[src/rtl/sram_arb_pkg.sv]
// Shared definitions for the SRAM arbiter: FSM encoding, write-owner tag and
// default geometry.
package sram_arb_pkg;

    localparam int AW_DEF           = 19;
    localparam int STARVE_LIMIT_DEF = 255;

    typedef enum logic [2:0] {
        S_IDLE,
        S_VRD1,
        S_VRD2,
        S_CRD1,
        S_CRD2,
        S_WR1,
        S_WR2,
        S_WR3
    } arb_state_e;

    typedef enum logic {
        OWN_CPU,
        OWN_LDR
    } wr_owner_e;

endpackage

[src/rtl/sram_arbiter.sv]
// Single-port async SRAM shared by video fetch, Z80 and boot loader.
//   state | meaning
//   IDLE  | arbitrate; SRAM quiet
//   VRD1  | video read, address + OE
//   VRD2  | video read, sample data at end
//   CRD1  | CPU read, address + OE
//   CRD2  | CPU read, sample data at end
//   WR1   | write setup, data driven, WE high
//   WR2   | write strobe, WE low
//   WR3   | write hold, WE high, data driven
module sram_arbiter
    import sram_arb_pkg::*;
#(
    parameter int AW           = AW_DEF,
    parameter int STARVE_LIMIT = STARVE_LIMIT_DEF
) (
    input  logic          clk,
    input  logic          rst_n,
    input  logic          vid_req,
    input  logic [AW-1:0] vid_addr,
    output logic [7:0]    vid_data,
    output logic          vid_valid,
    input  logic [AW-1:0] cpu_addr,
    input  logic          cpu_mreq_n,
    input  logic          cpu_rd_n,
    input  logic          cpu_wr_n,
    input  logic          cpu_rfsh_n,
    input  logic [7:0]    cpu_dout,
    output logic [7:0]    cpu_din,
    output logic          cpu_wait_n,
    input  logic          ldr_req,
    input  logic [AW-1:0] ldr_addr,
    input  logic [7:0]    ldr_data,
    output logic          ldr_ack,
    output logic [AW-1:0] sram_a,
    output logic          sram_we_n,
    output logic          sram_oe_n,
    output logic [7:0]    sram_d_o,
    output logic          sram_d_oe,
    input  logic [7:0]    sram_d_i
);

    localparam int            SW         = $clog2(STARVE_LIMIT + 1);
    localparam logic [SW-1:0] STARVE_MAX = SW'(STARVE_LIMIT);

    arb_state_e    state_q, state_d;
    wr_owner_e     owner_q, owner_d;
    logic [AW-1:0] addr_q, addr_d;
    logic [7:0]    wdata_q, wdata_d;
    logic [SW-1:0] starve_q, starve_d;
    logic          cpu_done_q, cpu_done_d;
    logic [7:0]    vid_data_q;
    logic          vid_valid_q;
    logic [7:0]    cpu_din_q;
    logic          ldr_ack_q;

    logic cpu_pend;
    logic ldr_starved;
    logic ldr_grant;

    assign cpu_pend    = !cpu_mreq_n && cpu_rfsh_n && (!cpu_rd_n || !cpu_wr_n) && !cpu_done_q;
    assign ldr_starved = (starve_q == STARVE_MAX);

    always_comb begin
        state_d   = state_q;
        owner_d   = owner_q;
        addr_d    = addr_q;
        wdata_d   = wdata_q;
        ldr_grant = 1'b0;
        case (state_q)
            S_IDLE: begin
                if (vid_req) begin
                    state_d = S_VRD1;
                    addr_d  = vid_addr;
                end else if (ldr_req && ldr_starved) begin
                    state_d   = S_WR1;
                    owner_d   = OWN_LDR;
                    addr_d    = ldr_addr;
                    wdata_d   = ldr_data;
                    ldr_grant = 1'b1;
                end else if (cpu_pend) begin
                    addr_d = cpu_addr;
                    if (!cpu_rd_n) begin
                        state_d = S_CRD1;
                    end else begin
                        state_d = S_WR1;
                        owner_d = OWN_CPU;
                        wdata_d = cpu_dout;
                    end
                end else if (ldr_req) begin
                    state_d   = S_WR1;
                    owner_d   = OWN_LDR;
                    addr_d    = ldr_addr;
                    wdata_d   = ldr_data;
                    ldr_grant = 1'b1;
                end
            end
            S_VRD1:  state_d = S_VRD2;
            S_VRD2:  state_d = S_IDLE;
            S_CRD1:  state_d = S_CRD2;
            S_CRD2:  state_d = S_IDLE;
            S_WR1:   state_d = S_WR2;
            S_WR2:   state_d = S_WR3;
            S_WR3:   state_d = S_IDLE;
            default: state_d = S_IDLE;
        endcase
    end

    // MREQ going high always wins so a new Z80 cycle can never inherit a stale done.
    always_comb begin
        cpu_done_d = cpu_done_q;
        if (cpu_mreq_n) begin
            cpu_done_d = 1'b0;
        end else if (state_q == S_CRD2 || (state_q == S_WR3 && owner_q == OWN_CPU)) begin
            cpu_done_d = 1'b1;
        end
    end

    always_comb begin
        starve_d = starve_q;
        if (!ldr_req || ldr_grant) begin
            starve_d = '0;
        end else if (!ldr_starved) begin
            starve_d = starve_q + 1'b1;
        end
    end

    always_ff @(posedge clk or negedge rst_n) begin
        if (!rst_n) begin
            state_q     <= S_IDLE;
            owner_q     <= OWN_CPU;
            addr_q      <= '0;
            wdata_q     <= '0;
            starve_q    <= '0;
            cpu_done_q  <= 1'b0;
            vid_data_q  <= 8'hFF;
            vid_valid_q <= 1'b0;
            cpu_din_q   <= 8'hFF;
            ldr_ack_q   <= 1'b0;
        end else begin
            state_q     <= state_d;
            owner_q     <= owner_d;
            addr_q      <= addr_d;
            wdata_q     <= wdata_d;
            starve_q    <= starve_d;
            cpu_done_q  <= cpu_done_d;
            vid_valid_q <= (state_q == S_VRD2);
            ldr_ack_q   <= (state_q == S_WR3) && (owner_q == OWN_LDR);
            if (state_q == S_VRD2) vid_data_q <= sram_d_i;
            if (state_q == S_CRD2) cpu_din_q  <= sram_d_i;
        end
    end

    // Strobes decode straight from the state register so reset releases WE at once.
    assign sram_oe_n  = !(state_q inside {S_VRD1, S_VRD2, S_CRD1, S_CRD2});
    assign sram_we_n  = (state_q != S_WR2);
    assign sram_d_oe  = (state_q inside {S_WR1, S_WR2, S_WR3});
    assign sram_a     = addr_q;
    assign sram_d_o   = wdata_q;
    assign vid_data   = vid_data_q;
    assign vid_valid  = vid_valid_q;
    assign cpu_din    = cpu_din_q;
    assign ldr_ack    = ldr_ack_q;
    assign cpu_wait_n = !cpu_pend;

endmodule

[config.mk]
export PLATFORM = sky130hd
export DESIGN_NAME = sram_arbiter
export DESIGN_NICKNAME = d
export VERILOG_FILES = /design/src/rtl/sram_arb_pkg.sv /design/src/rtl/sram_arbiter.sv
export SDC_FILE = /design/constraint.sdc
export NUM_CORES = 1
export LEC_CHECK = 0
export ABC_AREA = 0
export BUFFER_PORTS_ARGS = -buffer_cell sky130_fd_sc_hd__buf_2
export CAP_MARGIN = 0
export CORE_ASPECT_RATIO = 1.25
export CORE_UTILIZATION = 35
export CTS_CLUSTER_SIZE = 25
export DETAILED_ROUTE_END_ITERATION = 10
export GPL_ROUTABILITY_DRIVEN = 1
export PLACE_DENSITY = 0.74
export SETUP_SLACK_MARGIN = 0.02
export SYNTH_ARGS = -nofsm -noshare
export SYNTH_HDL_FRONTEND = slang
export SYNTH_SLANG_ARGS = --single-unit
export TNS_END_PERCENT = 10
[constraint.sdc]
create_clock -name clk -period 3.5 [get_ports clk]
set_clock_uncertainty 0.1 [all_clocks]
set_input_delay 0.175 -clock clk [delete_from_list [all_inputs] [get_ports clk]]
set_output_delay 0.175 -clock clk [all_outputs]
set_load 0.05 [all_outputs]
==> results of run 1 <==
[power by group through the flow]
| stage | sequential, mW | clock [mW] | combinational (mW) |
|---|---|---|---|
| 2_1_floorplan | 2.11 | 0 | 0.826 |
| 3_3_place_gp | 1.21 | 0 | 2.13 |
| 3_5_place_dp | 1.22 | 0 | 2.17 |
| 4_1_cts | 1.22 | 0.651 | 2.18 |
| 5_1_grt | 1.26 | 0.679 | 2.29 |
| 6_report | 1.22 | 0.623 | 2.16 |
[layout make-up]
cell class,count,area [um2]
clock buffer,12,155
clock inverter,4,50.0
fill,804,4440
inverter,5,18.8
multi-input combinational,191,1500
sequential,58,1470
tap,120,150
timing repair buffer,152,823
[synthesized netlist by cell type, types with 2 or more instances]
cell / instances / area [um2]
and3_1: 6 / 37.5
inv_1: 4 / 15.0
nand4_1: 4 / 25.0
a21oi_1: 4 / 20.0
nor2_1: 9 / 33.8
nor2b_1: 20 / 125
xor2_1: 4 / 35.0
and4_1: 2 / 17.5
nand3_1: 2 / 10.0
o2111ai_1: 2 / 17.5
buf_6: 2 / 22.5
dfstp_2: 16 / 420
buf_2: 11 / 55.1
mux2_2: 32 / 360
dfrtp_1: 42 / 1050
clkbuf_1: 8 / 30.0
o41ai_2: 19 / 309
o21ai_0: 6 / 30.0
buf_4: 2 / 15.0
nor3_1: 41 / 205
nand2_1: 24 / 90.1
[per-layer routing]
layer	wire, um	vias to the layer above
li1	-	1283
met1	2950	1271
met2	4080	77
met3	360	10
met4	74	0
met5	0	-
[cell families (layout without fill, tap and decap cells)]
kind of cell | Yosys count | count (layout) | synth area share [%]
xor+xnor | 5 | 5 | 1.42
simple gates | 115 | 115 | 19.6
flops | 58 | 58 | 47.6
compound gates | 38 | 38 | 14.8
fa+ha+maj | 1 | 1 | 0.404
mux | 32 | 32 | 11.7
buf+inv | 28 | 173 | 4.57
[registers in the layout (all words and copies together), names as in the netlist]
name / cells
starve_q: 8
vid_data: 8
vid_valid: 1
owner_q: 1
ldr_ack: 1
cpu_done_q: 1
cpu_din: 8
sram_d_o: 8
state_q: 3
sram_a: 19
[worst max-delay path by stage]
| stage | startpoint | end | depth (start not counted) |
|---|---|---|---|
| floorplan | state_q[2]$_DFFE_PN0P_ | sram_oe_n | 3 |
| detailed placement | starve_q[0]$_DFFE_PN0P_ | sram_d_o[2]$_DFFE_PN0P_ | 6 |
| finish | starve_q[0]$_DFFE_PN0P_ | sram_d_o[2]$_DFFE_PN0P_ | 6 |
| CTS | starve_q[0]$_DFFE_PN0P_ | sram_d_o[2]$_DFFE_PN0P_ | 6 |
| global route | starve_q[1]$_DFFE_PN0P_ | sram_d_o[2]$_DFFE_PN0P_ | 6 |
| global placement | starve_q[0]$_DFFE_PN0P_ | sram_d_o[5]$_DFFE_PN0P_ | 6 |
[worst min-delay path, delay by kind of cell]
kind | cells | cell delay, ns
AOI/OAI and AO/OA | 1 | 0.17
buffers and inverters | 1 | 0.08
and+or+nand+nor | 1 | 0.04
[through the flow]
stage / worst slack [ns] / area [um2] / hold WS [ns] / std cells
detailed placement: 0.924 / 3860 / 0.144 / 516
CTS: 0.901 / 4160 / 0.0469 / 542
global placement: 1.00 / 3860 / 0.148 / 516
finish: 0.934 / 4160 / 0.0621 / 542
global route: 0.749 / 4160 / 0.0541 / 542
floorplan: 1.40 / 3090 / -0.221 / 277
==> flow_summary.ini, run 1 <==
[run_status]
outcome = completed

[detailed_routing]
dr.first_iter.drc_count = 49
num_vias = 2641
wl_mm = 7.46
first_pass_iters = 4
viasPerCell = 4.87
post_drt_wl_per_cell_um = 13.8
drtAntennaViolNets = 0
drc_errors = 0

[global_route]
use_met1_pct = 18.2
track_usage_pct = 17.1
grtUsageMet2_pct = 31.9
grt-busiest-layer = met2
antenna_found_initial = 0
grt_max_degree = 61
grt_util_met3_pct = 5.23
grt_overflow_total = 0
grt_pass1_wl_mm = 12.2
grt_pass1_vias = 2735

[logic_synthesis]
synth_ff_type = dfrtp_1
synth_area_per_cell_um2 = 11.2
synth-seq-cells = 58
synth_nets = 367
syn_area_mm2 = 0.00309
async_reset_ff_share_pct = 100
synth_cells = 277
seq_area_frac_synth_pct = 47.6
ys_types = 38
yosys_warnings = 0
synth-edff-count = 0

[critical_path]
reg2reg_to = sram_d_o[2]$_DFFE_PN0P_
worstPathArrival_ns = 2.68
worst-path-buf-inv = 0
crit_family = compound AO/OA/AOI/OAI gates
required_ns = 3.61
crit_chain = ha_1 > and3_1 > nand2_2 > o21ai_4 > mux2_2 > mux2_2
cp-end-kind = register
startpoint_type = register
cpMaxStageDelayCell = o21ai_4
path_class = register to register
reg2reg_from = starve_q[0]$_DFFE_PN0P_
crit_path_max_incr_delay_ns = 0.67
cp_max_fo = 28
r2r_slack_ns = 0.93
crit_top_cell = mux2_2
r2r_cells = 6

[cts]
ctsHoldBuffers = 10
numCtsBuffers = 9
cts_setup_buffers = 0
cts_resized = 0
cts.clk_slew.worst_paths_ns = 0.07
cts_max_level = 3
cts.sinks = 58
root_buffer = clkbuf_8
insertion_delay_ns = 0.33
clk_path_buf_depth = 2
cts_tree = built

[pwr]
switching_share_pct = 48.6
power.share.clock_pct = 15.6
seqPwrFrac_pct = 30.4
cellLeakagePower_nw = 1.96
p_sw_mw = 1.94
total_power_mw = 4.00
peakVddDrop_v = 0.000511
power_density_mw_per_mm2 = 961
combPwrFrac_pct = 54.0
p_int_mw = 2.06

[finish]
fin_util_pct = 48.4
layout-drive-gt1-share_pct = 55.0
area_delta_synth_final_pct = 34.6
mostFrequentLayoutCells = buf_2, dfrtp_1, nor3_1, mux2_2, nand2_1
layout_commonest_cell = buf_2
antenna_cells = 0
final_nets = 507

[floorplan]
core-area_mm2 = 0.00861
ios = 138
num_rows = 38
start_util_pct = 35.9
dieArea_mm2 = 0.00922
die_w_um = 86.1
die_y_um = 107

[flow_run]
maxCapViolations = 0

[sta]
rsz0062_at_grt = false
setup_violations = 0
fin_crit_sh_pct = 73.3
maxSlewViolCount = 0
worst_slew_pin_slew_ns = 0.825
fin_crit_ns = 2.57
max_freq_mhz = 390
finalSetupTns_ns = 0
hold_viol = 0
slew_headroom_pct = 44.8

[hold_path]
holdPathStages = 3
hp-class = input port to register
hold_start = vid_addr[1]
hold_end = sram_a[1]$_DFFE_PN0P_

[placed_design]
dp_hpwl_mm = 5.43
numPortBuffers = 137
place_congestion = 0.821
Power figures use the tool's default switching activity.
==> run 2, diff against run 1 <==
--- a/config.mk
+++ b/config.mk
@@ -13,7 +13,7 @@
 export CTS_CLUSTER_SIZE = 25
 export DETAILED_ROUTE_END_ITERATION = 10
 export GPL_ROUTABILITY_DRIVEN = 1
-export PLACE_DENSITY = 0.74
+export PLACE_DENSITY = 0.77
 export SETUP_SLACK_MARGIN = 0.02
 export SYNTH_ARGS = -nofsm -noshare
 export SYNTH_HDL_FRONTEND = slang
==> constraint.sdc (replaced) <==
create_clock -name clk -period 2.2 [get_ports clk]
set_clock_uncertainty 0.1 [all_clocks]
set_input_delay 0.11 -clock clk [delete_from_list [all_inputs] [get_ports clk]]
set_output_delay 0.11 -clock clk [all_outputs]
set_load 0.05 [all_outputs]
==> run 2 against run 1 <==
  * Clock power rose by 60%
  * Critical path depth grew 1
  * Design area up 5.3%
  * Power rose by 61%
  * First-iteration DRC count grew 27%
  * Register-to-register slack got worse by 0.84 ns
  * Flip-flop and latch count unchanged
==> flow_summary.ini, run 2 (synthesized netlist as in run 1, its figures left out) <==
[run_status]
outcome = completed

[detailed_routing]
wl_mm = 7.69
route.met2.wl_mm = 3.94
num_vias = 2769
viasPerCell = 4.91
first_pass_iters = 6
top_layer_used = met4
drtAntennaViolNets = 0
dr.first_iter.drc_count = 62
drc_errors = 0
wl_met1_mm = 3.25
post_drt_wl_per_cell_um = 13.6
route.met3.wl_um = 439

[finish]
antenna_cells = 0
fillers = 776
largest_register_ffs = 19
fin_util_pct = 51.0
layout-drive-gt1-share_pct = 54.5
final_nets = 529
area_delta_synth_final_pct = 41.8
layout_commonest_cell = buf_2
multi_input_area_mm2 = 0.00150
mostFrequentLayoutCells = buf_2, dfrtp_1, nor3_1, mux2_2, nand2_1
ff_latch_area_mm2 = 0.00147

[pwr]
peakVddDrop_v = 0.00107
cellLeakagePower_nw = 2.07
power_density_mw_per_mm2 = 1470

[flow_run]
maxCapViolations = 0

[floorplan]
ios = 138
dieArea_mm2 = 0.00922
die_y_um = 107
start_util_pct = 35.9
num_rows = 38
core-area_mm2 = 0.00861
die_w_um = 86.1

[global_route]
track_usage_pct = 16.7
grt_max_degree = 58
grt_pass1_wl_mm = 12.2
grt_overflow_total = 0
antenna_found_initial = 0
grt_pass1_vias = 2722

[critical_path]
required_ns = 2.31
cp-end-kind = register
worstPathArrival_ns = 2.22
cp_max_fo = 6
r2r_slack_ns = 0.09
path_class = register to register
startpoint_type = register

[sta]
fin_crit_ns = 2.11
maxSlewViolCount = 0
setup_ws_ns = 0.0900
fin_crit_sh_pct = 95.9
max_freq_mhz = 474
finalSetupTns_ns = 0
rsz0062_at_grt = false
setup_violations = 0
slew_headroom_pct = 68.2
worst_slew_pin_slew_ns = 0.477
hold_viol = 0

[cts]
cts.sinks = 58
cts_tree = built
cts_max_level = 3
clk_path_buf_depth = 2
root_buffer = clkbuf_8
numCtsBuffers = 9
cts.clk_slew.worst_paths_ns = 0.06
cts_resized = 0
insertion_delay_ns = 0.32

[placed_design]
dp_hpwl_mm = 5.46
place_congestion = 0.807
post-place-ws_ns = 0.125
numPortBuffers = 137

[hold_path]
hp-class = input port to register
[run 2: cell count changes in the layout (fill, tap and decap cells not counted)]
cell / previous run / this run
clkinv_2: 1 / 3
clkbuf_1: 1 / 0
buf_12: 0 / 2
clkinvlp_4: 2 / 1
dlygate4sd3_1: 10 / 23
buf_4: 5 / 12
[run 2: per-stage QoR]
stage                     cell area (um2)  power, mW  std cells  hold slack [ns]
after floorplan                      3090       4.66        277           -0.286
after global placement               3920       5.37        521         0.000376
after detailed placement             3920       5.46        521         -0.00428
after CTS                            4360       6.52        560         0.000505
after global routing                 4390       6.80        564          0.00317
final                                4390       6.46        564           0.0218
[run 2: path summary, 6_finish.rpt]
kind	end	from	depth (start not counted)
setup reg to reg	sram_d_o[7]$_DFFE_PN0P_	starve_q[0]$_DFFE_PN0P_	7
hold / removal	sram_a[17]$_DFFE_PN0P_	vid_addr[17]	3
max in group asynchronous	cpu_din[5]$_DFFE_PN1P_	rst_n	3
hold reg to reg	sram_a[4]$_DFFE_PN0P_	sram_a[4]$_DFFE_PN0P_	2
setup / recovery	sram_d_o[7]$_DFFE_PN0P_	starve_q[0]$_DFFE_PN0P_	7
min in group asynchronous	sram_a[1]$_DFFE_PN0P_	rst_n	2
[run 2: power by group]
group          internal [mW]  switching [mW]
Clock                  0.579           0.417
Sequential              1.64           0.300
Combinational           1.12            2.40
Total                   3.34            3.12
[run 2: routing by layer]
layer / track usage, % / vias to the layer above
li1: - / 1326
met1: 18.8 / 1333
met2: 30.0 / 103
met3: 4.85 / 7
met4: 5.24 / 0
met5: 0 / -
[run 2: critical path, cell delays in order, from the launching register on]
cell,delay [ns]
dfrtp_1,0.37
ha_1,0.18
and3_1,0.19
nand2_2,0.12
o21ai_4,0.27
buf_4,0.16
mux2_2,0.33
mux2_2,0.27
[run 2: area by class of cell]
| cell class | instances | area share [%] |
|---|---|---|
| clock inverters | 5 | 1.20 |
| well taps | 120 | 3.42 |
| inverters | 5 | 0.428 |
| multi-input cells | 191 | 34.1 |
| flip-flops and latches | 58 | 33.6 |
| repair buffers | 174 | 23.9 |
| clock buffers | 11 | 3.45 |
[run 2: timing repair]
action | 4_1_cts | 5_1_grt
setup endpoints to repair | 0 | 5
endpoints found under the hold margin | 49 | 0
hold buffers | 23 | 0
setup buffers | 0 | 4
